===== config.mk =====
export PLATFORM = sky130hd
export DESIGN_NAME = dh_key_agreement
export DESIGN_NICKNAME = d
export VERILOG_FILES = /design/src/rtl/dh_key_agreement.sv
export SDC_FILE = /design/constraint.sdc
export NUM_CORES = 1
export LEC_CHECK = 0
export BUFFER_PORTS_ARGS = -buffer_cell sky130_fd_sc_hd__buf_2
export CAP_MARGIN = 40
export CORE_UTILIZATION = 46
export CTS_CLUSTER_DIAMETER = 200
export DETAILED_ROUTE_END_ITERATION = 7
export HOLD_SLACK_MARGIN = 0.05
export PLACE_DENSITY = 0.75
export REMOVE_ABC_BUFFERS = 1
export SETUP_SLACK_MARGIN = 0.05
export SLEW_MARGIN = 15
export SYNTH_ARGS = -nofsm -noshare
export SYNTH_HDL_FRONTEND = slang
export SYNTH_SLANG_ARGS = --single-unit
export TNS_END_PERCENT = 30

===== constraint.sdc =====
create_clock -name clk -period 1.65 [get_ports clk]
set_clock_uncertainty 0.05 [all_clocks]
set_input_delay 0.2475 -clock clk [delete_from_list [all_inputs] [get_ports clk]]
set_output_delay 0.2475 -clock clk [all_outputs]
set_load 0.01 [all_outputs]

===== src/rtl/dh_key_agreement.sv =====
// Diffie-Hellman key-agreement sequencer.
// Draws a private exponent, asks the exponentiation unit for G^a mod P and
// then B^a mod P, validates the peer key and wipes the private key when done.
module dh_key_agreement #(
  parameter int unsigned  N          = 8,
  parameter logic [N-1:0] P          = 8'd89,
  parameter logic [N-1:0] G          = 8'd3,
  parameter logic [N-1:0] SEED       = 8'hA5,
  parameter logic [N-1:0] FIXED_PRIV = 8'd0
) (
  input  logic         clk,
  input  logic         rst,
  input  logic         ena,
  input  logic         gen_start,
  input  logic [N-1:0] peer_pub,
  input  logic         peer_valid,
  output logic [N-1:0] pub_out,
  output logic         pub_valid,
  output logic [N-1:0] shared_out,
  output logic         shared_valid,
  output logic         busy,
  output logic         err,
  output logic         mp_start,
  output logic [N-1:0] mp_base,
  output logic [N-1:0] mp_exp,
  input  logic [N-1:0] mp_res,
  input  logic         mp_rdy
);

  localparam logic [N-1:0] ZERO      = {N{1'b0}};
  localparam logic [N-1:0] PEER_MIN  = {{(N-2){1'b0}}, 2'b10};
  localparam logic [N-1:0] PEER_MAX  = P - PEER_MIN;
  // Galois form of x^8 + x^6 + x^5 + x^4 + 1
  localparam logic [N-1:0] LFSR_TAPS = 8'hB8;

  typedef enum logic [2:0] {
    IDLE      = 3'd0,
    GEN_KEY   = 3'd1,
    PUB_REQ   = 3'd2,
    PUB_WAIT  = 3'd3,
    WAIT_PEER = 3'd4,
    SH_REQ    = 3'd5,
    SH_WAIT   = 3'd6,
    DONE      = 3'd7
  } state_t;

  state_t       state_r;
  logic [N-1:0] lfsr_r;
  logic [N-1:0] priv_r;
  logic [N-1:0] cand_s;

  // One Galois LFSR step: shift right, fold the taps in when a one falls out.
  function automatic logic [N-1:0] lfsr_next(input logic [N-1:0] cur);
    logic [N-1:0] nxt;
    if (cur[0]) begin
      nxt = {1'b0, cur[N-1:1]} ^ LFSR_TAPS;
    end else begin
      nxt = {1'b0, cur[N-1:1]};
    end
    return nxt;
  endfunction

  // Small-subgroup guard: 0, 1 and P-1 (and anything >= P) are refused.
  function automatic logic peer_in_range(input logic [N-1:0] b);
    return (b >= PEER_MIN) && (b <= PEER_MAX);
  endfunction

  // Private-key candidate: the test hook if set, otherwise the LFSR draw with
  // the MSB cleared so the exponentiation unit sees a positive exponent.
  always_comb begin
    cand_s = ZERO;
    if (FIXED_PRIV != ZERO) begin
      cand_s = FIXED_PRIV;
    end else begin
      cand_s = {1'b0, lfsr_r[N-2:0]};
    end
  end

  // Free-running entropy source, frozen only by ena.
  always_ff @(posedge clk or posedge rst) begin
    if (rst) begin
      lfsr_r <= SEED;
    end else if (ena) begin
      lfsr_r <= lfsr_next(lfsr_r);
    end
  end

  // Exchange sequencer with registered outputs and operand hold.
  always_ff @(posedge clk or posedge rst) begin
    if (rst) begin
      state_r      <= IDLE;
      priv_r       <= ZERO;
      pub_out      <= ZERO;
      pub_valid    <= 1'b0;
      shared_out   <= ZERO;
      shared_valid <= 1'b0;
      busy         <= 1'b0;
      err          <= 1'b0;
      mp_start     <= 1'b0;
      mp_base      <= ZERO;
      mp_exp       <= ZERO;
    end else if (ena) begin
      mp_start <= 1'b0;
      case (state_r)
        IDLE, DONE: begin
          if (gen_start) begin
            pub_valid    <= 1'b0;
            shared_valid <= 1'b0;
            err          <= 1'b0;
            busy         <= 1'b1;
            state_r      <= GEN_KEY;
          end
        end
        GEN_KEY: begin
          // A zero draw is useless as a key; try again on the next LFSR value.
          if (cand_s != ZERO) begin
            priv_r   <= cand_s;
            mp_start <= 1'b1;
            mp_base  <= G;
            mp_exp   <= cand_s;
            state_r  <= PUB_REQ;
          end
        end
        PUB_REQ: begin
          state_r <= PUB_WAIT;
        end
        PUB_WAIT: begin
          if (mp_rdy) begin
            pub_out   <= mp_res;
            pub_valid <= 1'b1;
            state_r   <= WAIT_PEER;
          end
        end
        WAIT_PEER: begin
          if (peer_valid) begin
            if (peer_in_range(peer_pub)) begin
              mp_start <= 1'b1;
              mp_base  <= peer_pub;
              mp_exp   <= priv_r;
              state_r  <= SH_REQ;
            end else begin
              err     <= 1'b1;
              priv_r  <= ZERO;
              mp_exp  <= ZERO;
              busy    <= 1'b0;
              state_r <= DONE;
            end
          end
        end
        SH_REQ: begin
          state_r <= SH_WAIT;
        end
        SH_WAIT: begin
          if (mp_rdy) begin
            shared_out   <= mp_res;
            shared_valid <= 1'b1;
            priv_r       <= ZERO;
            mp_exp       <= ZERO;
            busy         <= 1'b0;
            state_r      <= DONE;
          end
        end
        default: begin
          priv_r  <= ZERO;
          busy    <= 1'b0;
          state_r <= IDLE;
        end
      endcase
    end
  end

endmodule


==> impl_metrics.tcl, run 1 <==
set metrics [dict create \
    synthSimpleGateAreaFrac_pct 8.78 \
    p_sw_mw 1.63 \
    cts_max_level 2 \
    timing.reg2reg.setup_slack_ns -0.002 \
    layout_common_cells "buf_2, dfrtp_1, buf_4" \
    vias 1551 \
    clockRootBuffer "clkbuf_8" \
    post-synth-top-area-cell "dfrtp_1" \
    synthCells 162 \
    multi_input_area_um2 890 \
    seq_area_frac_synth_pct 57.1 \
    worst_slack_ns -0.00185 \
    grt_pass1_vias 1525 \
    grt_first_pass_wirelength_um 7230 \
    period_needed_ns 1.65 \
    area_growth_pct 34.2 \
    maxSlewViolCount 0 \
    drive_gt1_share_pct 56.3 \
    fin_crit_sh_pct 100 \
    ios 59 \
    clk_latency_ns 0.30 \
    drt_wl_total_um 4310 \
    place_hpwl_um 3070 \
    antenna_found_initial 0 \
    drt_iter0_drc 84 \
    switching_share_pct 34.6 \
    drtPass1Iterations 4 \
    synth-adder-area-share_pct 0 \
    antennaDiodeCount 0 \
    ys_types 47 \
    power_frac_comb_pct 43.2 \
    ir_drop_uv 921 \
    reg2reg_depth 5 \
    syn_area_mm2 0.00207 \
    fin_nets 266 \
    dieArea_mm2 0.00477 \
    dieHeight_um 69.0 \
    dp_cells 283 \
    via_per_inst 5.22 \
    syn_area_per_cell_um2 12.8 \
    synth_top_area_share_pct 52.1 \
    r2r_end "mp_exp[6]" \
    post_drt_wl_per_cell_um 14.5 \
    ant_nets 0 \
    min-delay-path-class "in2reg" \
    regArea_mm2 0.00118 \
    overflow 0 \
    worstSetupEndpoint "mp_exp[6]" \
    crit_path_max_fanout 7 \
    critPathLaunchType "flip-flop" \
    synth_xor_area_share_pct 1.27 \
    rsz0062_at_grt "true" \
    timing.rr.start "state_r[1]" \
    startpoint "state_r[1]" \
    core_area_mm2 0.00432 \
    worstPathArrival_ns 1.80 \
    ys_seq_elements 47 \
    start_util_pct 47.8 \
    grt_max_degree 28 \
    synthMuxAreaShare_pct 12.4 \
    rows 24 \
    clkTransAtPathRegs_ns 0.09 \
    drc 0 \
    numCtsBuffers 5 \
    mostFrequentLayoutCell "buf_2" \
    stdcell_count 297 \
    sequentialPowerShare_pct 42.5 \
    die_x_um 69.0 \
    synth_top_family_by_area "compound AO/OA/AOI/OAI gates" \
    hold_violations 0 \
    synthTopCellsByArea "dfrtp_1, mux2_2, dfstp_2" \
    max_freq_mhz 605 \
    track_usage_pct 19.1 \
    p_clk_share_pct 14.3 \
    power_per_cell_area_mw_per_mm2 1700 \
    synth_edf_count 0 \
    cap_violations 0 \
    ys.flop_type "dfrtp_1" \
    synth-compound-area-share_pct 15.8 \
    final_util_pct 64.1 \
    worst-setup-path-type "reg2reg" \
    cts_tree "built" \
    ys_async_sr_fraction_pct 100 \
    gp_congestion 0.797 \
    status "finished, violations left" \
    cts_max_path_buffers 2 \
    setup_viol 1 \
    cp.required_ns 1.79 \
    intPower_mw 3.08 \
    yosys_warnings 0 \
    finalSetupTns_ns -0.00185 \
    worstSetupEndpointType "flip-flop" \
    cts_num_sinks 47 \
    static-leakage-power_nw 1.37 \
    violations "setup timing" \
    fillCellCount 365 \
    port_buffers 57 \
]
## cell usage after synthesis (all sizes together), types with 2 or more instances
library cell  number
a21o               3
a21oi              8
a22o              12
a22oi              2
and3               2
and4               2
buf                6
clkbuf             3
dfrtp             43
dfstp              4
inv               11
mux2              21
mux2i              2
nand2              3
nand3              3
nor2               5
nor3               2
o21ai              7
xnor2              3
## cell type report
class	instances	area share, %
sequential	47	42.6
multi-input combinational	96	32.1
timing repair buffer	83	18.4
clock buffer	6	2.62
tap	52	2.35
inverter	11	1.49
clock inverter	2	0.451
## sequential cells by signal (all words and copies together), names as in the netlist
register	flops
mp_exp	7
mp_start	1
lfsr_r	8
mp_base	8
pub_valid	1
shared_valid	1
state_r	3
err	1
shared_out	8
busy	1
pub_out	8
## per-stage QoR
stage / power, mW / setup slack, ns / hold WS (ns) / instance area, µm²
after floorplan: 3.05 / -0.486 / 0.248 / 2020
after global placement: 3.82 / -0.196 / 0.234 / 2550
after detailed placement: 3.87 / -0.245 / 0.237 / 2550
after CTS: 4.62 / -0.0243 / 0.116 / 2690
after global routing: 5.02 / -0.104 / 0.127 / 2770
final: 4.71 / -0.00185 / 0.134 / 2770
## layer usage
layer	share of wire [%]	vias up	wire [µm]	track usage [%]
met5	0	-	0	0
met4	1.4	0	59	6.80
met3	6.0	7	260	5.85
met2	45	55	1920	28.3
met1	48	743	2070	26.6
li1	-	746	-	-
## power groups by stage
| stage | clock network (mW) | registers [mW] | logic, mW |
|---|---|---|---|
| 4_1_cts | 0.703 | 1.99 | 1.93 |
| 3_3_place_gp | 0 | 1.98 | 1.84 |
| 5_1_grt | 0.736 | 2.06 | 2.22 |
| 2_1_floorplan | 0 | 2.22 | 0.827 |
| 3_5_place_dp | 0 | 1.98 | 1.88 |
| 6_report | 0.673 | 2.00 | 2.03 |
## worst min-delay path by stage
stage                       endpoint  cells past startpoint   startpoint
after CTS                 mp_base[2]                      2  peer_pub[2]
final                     mp_base[2]                      2  peer_pub[2]
after global placement     lfsr_r[6]                      2          rst
after global routing      mp_base[2]                      2  peer_pub[2]
after floorplan            lfsr_r[5]                      1          ena
after detailed placement   lfsr_r[6]                      2          rst
## critical path, cell delays in order (launching register included)
cell and delay [ns]:
dfrtp_1 0.42, nor4bb_4 0.32, a21boi_4 0.28, a31oi_4 0.05, a31o_4 0.25, a22o_1 0.18
## what timing repair did
| item | in CTS | in global routing |
|---|---|---|
| hold buffers | 1 | 0 |
| buffers inserted | 1 | 3 |
| endpoints found under the hold margin | 16 | 0 |
| gates resized for setup | 6 | 11 |
| endpoints found under the setup margin | 18 | 38 |
| pin swaps | 1 | 4 |
| cloned | 0 | 1 |
## kinds of logic after synthesis
kind of cell / count (synthesis)
simple gates: 27
flops: 47
other cells: 1
mux: 23
xor+xnor: 3
compound gates: 41
buf+inv: 20
No activity file was read; power rests on OpenSTA's default activity.
==> run 2: changes to the inputs <==
--- a/config.mk
+++ b/config.mk
@@ -7,6 +7,7 @@
 export LEC_CHECK = 0
 export BUFFER_PORTS_ARGS = -buffer_cell sky130_fd_sc_hd__buf_2
 export CAP_MARGIN = 40
+export CORE_ASPECT_RATIO = 0.9
 export CORE_UTILIZATION = 46
 export CTS_CLUSTER_DIAMETER = 200
 export DETAILED_ROUTE_END_ITERATION = 7
==> run 2 against run 1 <==
Against the previous run: the flow now finishes without violations; clock-buffer cell count did not move; die area barely moved; power grew 0.34%; maximum frequency up 1.5%; setup slack better by 0.024 ns; routed wire length is 2.5% higher; first-iteration DRC count is 8.3% higher; critical path depth increased by 1; via count up 1.7%; combinational power about the same; hold slack improved by 0.0079 ns; largest cell class unchanged; highest routed layer unchanged.
==> impl_metrics.tcl, run 2 (synthesized netlist as in run 1, its figures left out) <==
set metrics [dict create \
    die_x_um 72.7 \
    dp_cells 293 \
    timing.rr.start "state_r[2]" \
    overflow 0 \
    drc 0 \
    place_hpwl_um 2930 \
    period_needed_ns 1.63 \
    track_usage_pct 18.9 \
    fin_nets 267 \
    clkTransAtPathRegs_ns 0.09 \
    cp.required_ns 1.79 \
    rows 22 \
    stdcell_count 306 \
    start_util_pct 49.4 \
    dpl_cell_area_mm2 0.00259 \
    ios 59 \
    startpoint "peer_pub[2]" \
    antenna_found_initial 0 \
    worstSetupEndpoint "mp_exp[2]" \
    crit_path_max_fanout 7 \
    min-delay-path-class "in2reg" \
    cts_num_sinks 47 \
    cts_tree "built" \
    max_freq_mhz 614 \
    numCtsBuffers 5 \
    setup_viol 0 \
    drt_iter0_drc 91 \
    ant_nets 0 \
    status "complete, no violations" \
    fin_crit_sh_pct 98.6 \
    dieHeight_um 65.6 \
    grt_pass1_vias 1550 \
    worstSetupEndpointType "flip-flop" \
    drt_wl_total_um 4420 \
    maxSlewViolCount 0 \
    dieArea_mm2 0.00477 \
    vias 1578 \
    drive_gt1_share_pct 56.9 \
    fillCellCount 341 \
    worst-setup-path-type "in2reg" \
    port_buffers 57 \
    static-leakage-power_nw 1.37 \
    core_area_mm2 0.00418 \
    crit_chain "buf_2 -> or4_1 -> o32ai_4 -> nor2_2 -> a31o_4 -> a22o_1" \
    layout_common_cells "buf_2, dfrtp_1, buf_4" \
    worstPathArrival_ns 1.77 \
    gp_congestion 0.819 \
    hold_violations 0 \
    power_per_cell_area_mw_per_mm2 1680 \
    reg2reg_depth 5 \
    mostFrequentLayoutCell "buf_2" \
    clk_latency_ns 0.30 \
    drtPass1Iterations 4 \
    critPathLaunchType "input port" \
    cts_max_level 2 \
    cpMaxStageDelayCell "or4_1" \
    antennaDiodeCount 0 \
    grt_max_degree 32 \
    fin_area_mm2 0.00282 \
    r2r_end "mp_exp[2]" \
    timing.reg2reg.setup_slack_ns 0.03 \
    ir_drop_uv 1030 \
    cts_max_path_buffers 2 \
    grt_first_pass_wirelength_um 6980 \
    max_stage_delay_ns 0.58 \
    rsz0062_at_grt "true" \
    post_drt_wl_per_cell_um 14.4 \
    clockRootBuffer "clkbuf_8" \
    cap_violations 0 \
    area_growth_pct 36.3 \
    via_per_inst 5.16 \
]
## run 2: cell count changes in the layout (fill, tap and decap cells not counted), moves of 2 or more
| cell | delta |
|---|---|
| dfrtp_2 | +2 |
| o21ai_4 | +2 |
| dfrtp_1 | -2 |
| o21ai_2 | -2 |
## run 2: worst max-delay path, delay by kind of cell
| kind | cells | cell delay [ns] |
|---|---|---|
| and+or+nand+nor | 2 | 0.67 |
| AOI/OAI and AO/OA | 3 | 0.75 |
| buffers and inverters | 1 | 0.11 |
## run 2: what timing repair did
action                                  4_1_cts  5_1_grt
setup buffers                                 2        1
cloned                                        0        1
resized for setup                             2       19
hold buffers                                  1        0
endpoints found under the setup margin       17       36
pin swaps                                     1        5
endpoints found under the hold margin        16        0
## run 2: layout make-up
type	instances	area [µm²]	share of cell area, %
multi-input combinational	96	897	31.8
tap	60	75.1	2.66
timing repair buffer	84	536	19.0
clock buffer	6	72.6	2.58
clock inverter	2	12.5	0.444
inverter	11	41.3	1.47
sequential	47	1180	42.0
## run 2: metrics by stage
step	setup WS, ns	hold slack (ns)	power (mW)	utilization [%]	setup TNS, ns
floorplan	-0.486	0.248	3.05	-	-6.54
global placement	-0.211	0.195	3.84	61.8	-3.23
detailed placement	-0.238	0.193	3.89	61.8	-3.67
CTS	-0.0324	0.135	4.60	64.7	-0.159
global route	-0.0612	0.126	5.04	67.3	-0.732
finish	0.0223	0.141	4.72	67.3	0
## run 2: worst min-delay path by stage
stage | end | startpoint | depth (start not counted)
floorplan | lfsr_r[5] | ena | 1
global placement | shared_out[6] | rst | 2
detailed placement | pub_out[6] | rst | 2
global route | shared_out[7] | mp_res[7] | 2
finish | pub_out[2] | mp_res[2] | 2
CTS | shared_out[6] | mp_res[6] | 2
## run 2: where the power goes
| part | leakage, nW | internal [mW] | total (mW) | switching (mW) |
|---|---|---|---|---|
| Sequential | 0.566 | 1.69 | 2.01 | 0.321 |
| Combinational | 0.767 | 1.11 | 2.05 | 0.936 |
| Clock | 0.0412 | 0.296 | 0.669 | 0.373 |
## run 2: routing by layer
metal  GRT usage [%]  up-vias  part of all wire, %
met5               0        -                    0
met4            3.68        0                 0.18
met3            4.60        2                  4.3
met2            31.5       49                   49
met1            25.1      769                   46
li1                -      758                    -
==> run 3: changes to the inputs <==
--- a/config.mk
+++ b/config.mk
@@ -5,14 +5,15 @@
 export SDC_FILE = /design/constraint.sdc
 export NUM_CORES = 1
 export LEC_CHECK = 0
+export ABC_AREA = 1
 export BUFFER_PORTS_ARGS = -buffer_cell sky130_fd_sc_hd__buf_2
 export CAP_MARGIN = 40
 export CORE_ASPECT_RATIO = 0.9
-export CORE_UTILIZATION = 46
+export CORE_UTILIZATION = 25
 export CTS_CLUSTER_DIAMETER = 200
 export DETAILED_ROUTE_END_ITERATION = 7
 export HOLD_SLACK_MARGIN = 0.05
-export PLACE_DENSITY = 0.75
+export PLACE_DENSITY_LB_ADDON = 0.3
 export REMOVE_ABC_BUFFERS = 1
 export SETUP_SLACK_MARGIN = 0.05
 export SLEW_MARGIN = 15
==> run 3 against run 2 <==
Against the previous run: register-to-register slack better by 0.09 ns; clock power up 48%; sequential power about the same; critical path depth down 2; area after synthesis up 8.5%; synthesized cell count up 53%; routed wire length up 8.6%; non-clock buffer count down 20; via count up 11%; critical path type is now reg2reg; highest routed layer unchanged.
==> impl_metrics.tcl, run 3 <==
set metrics [dict create \
    cap_violations 0 \
    synth_top_area_share_pct 48.0 \
    worst-path-buf-inv 0 \
    maxSlewViolCount 0 \
    hold_violations 0 \
    seq_area_frac_synth_pct 52.6 \
    synthMuxAreaShare_pct 3.51 \
    drtPass1Iterations 4 \
    clockRootBuffer "clkbuf_8" \
    period_needed_ns 1.53 \
    ys_seq_elements 47 \
    numCtsBuffers 5 \
    worst-setup-path-type "reg2reg" \
    hold_start "mp_res[1]" \
    track_usage_pct 11.2 \
    post-synth-top-area-cell "dfrtp_1" \
    post_drt_wl_per_cell_um 11.0 \
    die_x_um 102 \
    ant_nets 0 \
    multi_input_area_um2 961 \
    finalSetupTns_ns 0 \
    rows 32 \
    ys_async_sr_fraction_pct 100 \
    crit_chain "nand2_1 -> nor2_1 -> nand2_1 -> mux2_2" \
    ys_types 29 \
    grt_max_degree 30 \
    cpMaxStageDelayCell "dfrtp_2" \
    worstPathArrival_ns 1.66 \
    ir_drop_uv 809 \
    fin_nets 338 \
    worstSetupEndpointType "flip-flop" \
    critPathLaunchType "flip-flop" \
    yosys.cell_count.top_type "nand2_1" \
    via_per_inst 4.02 \
    cts_max_path_buffers 2 \
    power_per_cell_area_mw_per_mm2 1760 \
    min-delay-path-class "in2reg" \
    overflow 0 \
    synthTopCellsByArea "dfrtp_1, nand2_1, dfstp_2" \
    dieArea_mm2 0.00936 \
    timing.rr.start "state_r[1]" \
    max_stage_delay_ns 0.47 \
    dpl_cell_area_mm2 0.00270 \
    r2r_end "pub_out[0]" \
    cp.required_ns 1.79 \
    syn_area_per_cell_um2 9.05 \
    status "complete, no violations" \
    ys.flop_type "dfrtp_1" \
    syn_area_mm2 0.00224 \
    synth_xor_area_share_pct 0.781 \
    timing.reg2reg.setup_slack_ns 0.12 \
    drive_gt1_share_pct 38.5 \
    gp_congestion 0.726 \
    crit_cells 4 \
    area_growth_pct 28.3 \
    crit_top_cell "nand2_1" \
    antennaDiodeCount 0 \
    place_hpwl_um 3620 \
    crit_path_max_fanout 10 \
    reg2reg_depth 4 \
    synth-adder-area-share_pct 0 \
    synth_top_family_by_area "simple AND/OR/NAND/NOR gates" \
    fin_crit_sh_pct 92.5 \
    grt_pass1_vias 1767 \
    mostFrequentLayoutCell "nand2_1" \
    regArea_mm2 0.00118 \
    hold_depth 3 \
    max_freq_mhz 655 \
    setup_viol 0 \
    yosys_warnings 0 \
    cts_num_sinks 47 \
    cpLargestDelayFamily "simple AND/OR/NAND/NOR gates" \
    synthSimpleGateAreaFrac_pct 28.5 \
    synth_edf_count 0 \
    port_buffers 57 \
    static-leakage-power_nw 1.48 \
    fin_area_mm2 0.00288 \
    ios 59 \
    drt_wl_total_um 4800 \
    drc 0 \
    cts_tree "built" \
    synth-compound-area-share_pct 8.59 \
    cts_max_level 2 \
    clk_latency_ns 0.30 \
    antenna_found_initial 0 \
    whs_endpoint "shared_out[1]" \
    clkTransAtPathRegs_ns 0.09 \
    rsz0062_at_grt "true" \
    dieHeight_um 91.9 \
    vias 1751 \
    core_area_mm2 0.00865 \
    synth.top_cells.by_count "nand2_1, dfrtp_1, nor2_1" \
    synthCells 248 \
    drt_iter0_drc 41 \
    start_util_pct 25.9 \
    grt_first_pass_wirelength_um 8110 \
    fillCellCount 974 \
    layout_common_cells "nand2_1, buf_2, dfrtp_1" \
]
-- run 3: cell types whose count changed after synthesis, sizes merged, moves of 3 or more --
| cell | change |
|---|---|
| a22o | -12 |
| mux2 | -14 |
| nand3 | +10 |
| a21o | -3 |
| o21ai | +20 |
| a21oi | -8 |
| nand2 | +84 |
| buf | -4 |
| nor2 | +26 |
| inv | +13 |
-- run 3: repair_timing --
item / 4_1_cts / 5_1_grt
resized for setup: 0 / 8
hold endpoints to repair: 18 / 0
buffers inserted: 0 / 1
hold buffers: 1 / 0
endpoints found under the setup margin: 0 / 25
-- run 3: worst max-delay path by stage --
| stage | start | slack (ns) | end |
|---|---|---|---|
| 2_1_floorplan | rst | 0.24 | busy |
| 3_3_place_gp | state_r[0] | 0.08 | mp_base[3] |
| 3_5_place_dp | state_r[0] | 0.07 | mp_base[5] |
| 4_1_cts | state_r[0] | 0.06 | mp_base[5] |
| 5_1_grt | state_r[1] | 0.02 | pub_out[0] |
| 6_report | state_r[1] | 0.12 | pub_out[0] |
-- run 3: power breakdown --
group          switching, mW  leakage, nW  internal [mW]
clock network          0.387       0.0654          0.606
registers              0.325        0.587           1.67
logic                   1.23        0.831          0.847
total                   1.94         1.48           3.12
-- run 3: cells by family after synthesis --
group / Yosys count
AOI/OAI and AO/OA: 30
xor gates and xnor gates: 2
buffers and inverters: 28
DFF: 47
muxes: 7
other: 1
and+or+nand+nor: 133
-- run 3: worst register-to-register path: stages, from the launching register on --
cell     delay, ns
dfrtp_2       0.47
nand2_1       0.13
nor2_1        0.07
nand2_1       0.31
mux2_2        0.39
-- run 3: area by class of cell --
cell class | count | area share (%)
clock buffer | 6 | 2.52
inverter | 25 | 3.43
multi-input combinational | 173 | 33.4
clock inverter | 2 | 2.09
tap | 119 | 5.17
sequential | 47 | 41.2
timing repair buffer | 64 | 12.3
-- run 3: layer usage --
| layer | GRT usage [%] | wire (µm) | vias up |
|---|---|---|---|
| li1 | - | - | 917 |
| met1 | 14.4 | 2310 | 783 |
| met2 | 17.5 | 2090 | 45 |
| met3 | 4.42 | 362 | 6 |
| met4 | 3.21 | 42 | 0 |
| met5 | 0 | 0 | - |
-- run 3: through the flow --
step / power, mW / hold slack, ns / utilization [%] / worst slack, ns / std cells
floorplan: 3.35 / 0.272 / - / 0.242 / 245
global placement: 4.02 / 0.221 / 31.2 / 0.0827 / 426
detailed placement: 4.06 / 0.225 / 31.2 / 0.0692 / 426
CTS: 5.08 / 0.0956 / 32.8 / 0.0577 / 435
global route: 5.51 / 0.108 / 33.3 / 0.0192 / 436
finish: 5.06 / 0.106 / 33.3 / 0.124 / 436
